File: src/rtl/pc_fetch_unit.sv
// pc_fetch_unit: program counter and instruction-fetch sequencer (IDLE/FETCH/EXEC/TRAP)
// Ports: clk/rst_n (sync active-low), stall, next_pc, imem_ack/imem_rdata in;
//   imem_req/imem_addr fetch request, instr/instr_valid, pc/pc_plus4, trap/trap_cause/trap_pc out.
// Optional: define PC_FETCH_RETIRE_COUNT_EN to add retired_count (count of EXEC->FETCH exits).
module pc_fetch_unit #(
  parameter logic [31:0] RESET_PC = 32'h0000_0000,
  parameter int ACK_TIMEOUT = 16
) (
  input  logic        clk,
  input  logic        rst_n,
  input  logic        stall,
  input  logic [31:0] next_pc,
  input  logic        imem_ack,
  input  logic [31:0] imem_rdata,
`ifdef PC_FETCH_RETIRE_COUNT_EN
  output logic [31:0] retired_count,
`endif
  output logic        imem_req,
  output logic [31:0] imem_addr,
  output logic [31:0] instr,
  output logic        instr_valid,
  output logic [31:0] pc,
  output logic [31:0] pc_plus4,
  output logic        trap,
  output logic [1:0]  trap_cause,
  output logic [31:0] trap_pc
);
  typedef enum logic [1:0] {IDLE, FETCH, EXEC, TRAP} state_t;
  localparam logic [7:0] CNT_MAX = 8'(ACK_TIMEOUT - 1);
  state_t state;
  logic [7:0] cnt;
  assign imem_addr = pc;
  assign pc_plus4 = pc + 32'd4;
  always_ff @(posedge clk) begin
    if (!rst_n) begin
      state <= IDLE;
      pc <= RESET_PC;
      cnt <= '0;
      instr <= '0;
      instr_valid <= 1'b0;
      imem_req <= 1'b0;
      trap <= 1'b0;
      trap_cause <= 2'b00;
      trap_pc <= '0;
`ifdef PC_FETCH_RETIRE_COUNT_EN
      retired_count <= '0;
`endif
    end else begin
      case (state)
        IDLE: begin
          state <= FETCH;
          imem_req <= 1'b1;
          cnt <= '0;
        end
        FETCH: begin
          // an ack on the expiry cycle still wins over the timeout
          if (imem_ack) begin
            instr <= imem_rdata;
            cnt <= '0;
            state <= EXEC;
            imem_req <= 1'b0;
            instr_valid <= 1'b1;
          end else if (cnt == CNT_MAX) begin
            state <= TRAP;
            imem_req <= 1'b0;
            trap <= 1'b1;
            trap_cause <= 2'b10;
            trap_pc <= pc;
          end else begin
            cnt <= cnt + 8'd1;
          end
        end
        EXEC: begin
          if (!stall) begin
            instr_valid <= 1'b0;
            if (next_pc[1:0] != 2'b00) begin
              state <= TRAP;
              trap <= 1'b1;
              trap_cause <= 2'b01;
              trap_pc <= next_pc;
            end else begin
              pc <= next_pc;
              state <= FETCH;
              imem_req <= 1'b1;
              cnt <= '0;
`ifdef PC_FETCH_RETIRE_COUNT_EN
              retired_count <= retired_count + 32'd1;
`endif
            end
          end
        end
        default: ;
      endcase
    end
  end
endmodule

File: config.mk
export PLATFORM = sky130hd
export DESIGN_NAME = pc_fetch_unit
export DESIGN_NICKNAME = d
export VERILOG_FILES = /design/src/rtl/pc_fetch_unit.sv
export SDC_FILE = /design/constraint.sdc
export NUM_CORES = 1
export LEC_CHECK = 0
export CAP_MARGIN = 30
export CORE_AREA = 5 5 125 127
export CTS_CLUSTER_DIAMETER = 60
export DETAILED_ROUTE_END_ITERATION = 10
export DIE_AREA = 0 0 130 132
export GPL_ROUTABILITY_DRIVEN = 1
export PLACE_DENSITY = 0.76
export SYNTH_ARGS = -nofsm -noshare
export SYNTH_HDL_FRONTEND = slang
export SYNTH_SLANG_ARGS = --single-unit
export TNS_END_PERCENT = 10
File: constraint.sdc
create_clock -name clk -period 2 [get_ports clk]
set_input_delay 0.3 -clock clk [delete_from_list [all_inputs] [get_ports clk]]
set_output_delay 0.3 -clock clk [all_outputs]
set_load 0.1 [all_outputs]
* Word level (Yosys, flattened, before mapping)
Cells that the tools add are included.
** Cells by class
- Reduce and logical (&&, ||, !) cells :: 11
- Bitwise gates (word level) :: 2
- Multiplexer cells :: 33
- Equality and inequality tests :: 11
- $add $sub $neg :: 2
** Operator list (count)
- $mux 32 :: 4
- $pmux 32 s2 :: 1
- $add 32x3->32 const B :: 1
- $mux 8 :: 4
- $pmux 8 s3 :: 1
- $mux 2 :: 8
- $ne 2x2->1 const B :: 6
- $mux 1 :: 10
- $reduce_and 3->1 :: 3
- $add 8x1->8 const B :: 1
- $eq 8x4->1 const B :: 1
- $reduce_and 4->1 :: 2
- $ne 3x3->1 const B :: 2
- $pmux 2 s3 :: 1
- $reduce_and 5->1 :: 1
- $pmux 1 s2 :: 2
- $pmux 2 s2 :: 1
- $reduce_bool 2->1 :: 2
- $pmux 1 s3 :: 1
- $reduce_bool 3->1 :: 1
- $eq 2x1->1 const B :: 1
- $eq 2x2->1 const B :: 1
- $logic_not 2->1 :: 1
- $not 1->1 :: 2
- $reduce_and 2->1 :: 1
** Word-level totals
- Output and inout port bits :: 165
- Register bits :: 111
- Bits of input ports :: 68

* Longest topological paths before layout
- Word-level depth :: 4
- Mapped depth :: 10

* Worst setup path before layout
OpenSTA, ideal clock, no wires.
- Path kind :: reg2out
- Start :: register pc[4], in the netlist imem_addr[4]
- End :: output pc_plus4[15]
- Path slack :: -2.105 ns
- Arrival time :: 3.805 ns
- Buffers on the path :: 0
- Required time :: 1.700 ns
- Stages on the path, launching flop included :: 5
- Path through :: dfxtp_1 nand3_1 nor3_1 nand4_1 xnor2_1
** Between the ends
- Word-level cells in the longest chain between the ends :: 1
** Ends and longest elaborated chain
- start, declared :: RTL line 22 : output logic [31:0] pc,
- start signal, assigned :: RTL line 82 : pc <= next_pc;
- $add 32x3->32 :: RTL line 33 : assign pc_plus4 = pc + 32'd4;
- end, declared :: RTL line 23 : output logic [31:0] pc_plus4,
No other way between the ends.

* Worst setup path in the final report
- Start :: register pc[4], in the netlist imem_addr[4]
- End :: output pc_plus4[20]
The elaborated chain is that of the path after synthesis.

==> impl_metrics.toml <==
[clock_tree]
clockBufferDepth = 2
worst_skew_pair.late_latency_ps = 350
cts_buffers = 9
clkTransAtPathRegs_ps = 70
root_buffer = "clkbuf_16"
cts_sinks = 111
cts_htree_levels = 3
cts_hold_buffers = 0
cts_tree = "done"

[logic_synthesis]
ys_warn_count = 0
synth_top_area_share_pct = 40.60
ys.flop_type = "dfxtp_1"
synth_area_um2 = 5473
avgSynthCellArea_um2 = 8.498
ys_ff_latch = 111
ys_top_cells_by_count = "nand2_1, dfxtp_1, a21oi_1"
yosysTopAreaCell = "dfxtp_1"
syn_nets = 718
yosysSeqAreaShare_pct = 40.60
yosysMostFrequentCell = "nand2_1"
syn_inst = 644
async_flop_share_pct = 0
synth_edf_count = 0
synth_area_leaders = "dfxtp_1, a21oi_1, nand2_1"
post_synth_num_cell_types = 44

[sta]
relSlewSlack_pct = 64.04
hold_viol_final = 0
fin_crit_sh_pct = 114.2
rsz0062_at_grt = "yes"
finalCriticalPeriod_ps = 2284
setup_viol = 23
setup_ws_ps = -284.1
fmax_mhz = 437.8
hold_ws_ps = 458.9
drv_slew = 0
worst_slew_pin_slew_ps = 538.7
setup_tns_ps = -4508
finalClockSkew_ps = 8.501

[die]
die_h_um = 132
die_x_um = 130
initial_core_util_pct = 38.23
ioPinCount = 233
design.core.area_um2 = 14310
row_count = 44
die-area_um2 = 17160

[routing]
via_per_inst = 5.252
dr.first_iter.drc_count = 208
antenna_left = 0
finalWirelength_um = 18300
remaining_drc_errors = 0
dr.pass1.iters = 5
wire_per_inst_um = 17.23
vias = 5578

[cells_and_area]
antenna_cells = 0
nets = 947
drive_above_1_share_pct = 40.89
finalNonFillerCells = 1062
syn_to_final_growth_pct = 65.98
fill_cells = 1159

[place]
gp_congestion = 0.8927
io_buffers = 232
hpwl_um = 14160
dp.cells = 1045

[pwr]
vdd_drop_max_mv = 0.6965
p_per_area_nw_per_um2 = 1202
p_leak_uw = 0.003622

[worst_setup_path]
worstPathArrival_ps = 1980
crit_start = "imem_addr[4]"
endpoint_kind = "output port"
startpoint_type = "flip-flop"
regToRegStartpoint = "state[0]"
r2r_end = "trap_pc[27]"
critPathMaxFanout = 4
cp.required_ps = 1700
cp-endpoint = "pc_plus4[20]"
reg2reg_slack_ps = 120
rr_worst_depth = 7
criticalPathCategory = "reg -> out"

[global_route]
grt_pass1_vias = 5663
grt_pass1_wl_um = 28870
track_usage_pct = 20.86
gr-total-overflow = 0
antenna_found_initial = 0
grt_max_degree = 54

[run_status]
failed_checks = "negative setup slack"
outcome = "finished, violations left"

[worst_hold_path]
hold_class = "reg -> reg"

[job]
maxCapViolCount = 0
## where the power goes
part	internal, µW	switching [µW]
Sequential	2640	323
Clock	841	779
Combinational	1610	4730
Total	5090	5830
## worst min-delay path by stage
stage	slack, ps	depth (start not counted)	startpoint	to
CTS	460	2	instr[11]	instr[11]
floorplan	420	1	rst_n	imem_req
global route	480	2	instr[21]	instr[21]
finish	460	2	instr[11]	instr[11]
global placement	440	2	instr[23]	instr[23]
detailed placement	450	2	instr[9]	instr[9]
## placed cells by master (no fill, tap or decap), types with 4 or more instances in the layout
cell type,count
a211oi_2,30
a21oi_1,105
and2_1,4
and3_1,8
buf_12,40
buf_4,188
buf_6,4
clkbuf_16,9
clkdlybuf4s50_1,67
dfxtp_1,84
dfxtp_2,12
dfxtp_4,15
ha_1,4
mux2i_1,32
nand2_1,134
nand3_1,10
nand3_2,4
nand4_1,13
nand4b_1,4
nor2_1,8
o21a_1,4
o21ai_0,8
o31ai_1,5
xnor2_2,5
xnor2_4,19
## stage by stage
stage          util, %  area [µm²]  total power, µW  setup WS [ps]
6_report         63.46        9084            10920         -284.1
4_1_cts          62.93        9007            10990         -292.3
2_1_floorplan        -        6001             7848         -577.3
3_5_place_dp     60.45        8653             9346         -139.1
5_1_grt          63.46        9084            11400         -388.9
3_3_place_gp     60.45        8653             9180         -69.18
## area by class of cell
type	instances	area, µm²	area share (%)
inverters	4	17.52	0.1928
well taps	184	230.2	2.534
repair buffers	299	2928	32.23
clock inverters	4	22.52	0.2479
flip-flops and latches	111	2293	25.25
multi-input cells	448	3356	36.94
clock buffers	12	236.5	2.603
## layer usage
layer	share of wire (%)	vias up	track usage [%]
met5	0	-	0
met4	2.8	0	7.794
li1	-	2667	-
met3	8.7	35	5.835
met1	37	2642	23.59
met2	51	234	36.88
## worst max-delay path, cell delays in order (launching register included)
cell and delay (ps):
dfxtp_4 360, nand3_4 130, buf_6 160, nor3_4 270
nand4_1 260, xnor2_4 250, buf_12 190
## flip-flops by register name (all words and copies together), names as in the netlist
register     flops
imem_req         1
trap_pc         32
instr           32
state            2
cnt              8
instr_valid      1
trap_cause       2
imem_addr       32
trap             1
## logic make-up (layout without fill, tap and decap cells)
kind of cell | count (synthesis) | count (layout) | synth area share [%]
AOI/OAI and AO/OA | 162 | 162 | 19.89
xor gates and xnor gates | 28 | 28 | 4.481
adders and majority gates | 6 | 6 | 1.372
buffers and inverters | 85 | 319 | 9.053
DFF | 111 | 111 | 40.60
muxes | 32 | 32 | 5.853
and+or+nand+nor | 220 | 220 | 18.75
## what timing repair did
action / in CTS / in global routing
setup endpoints to repair: 25 / 56
resized for setup: 18 / 15
buffers inserted: 0 / 1
pin swaps: 15 / 7
hold endpoints to repair: 0 / 0
(Power assumes the default switching activity.)
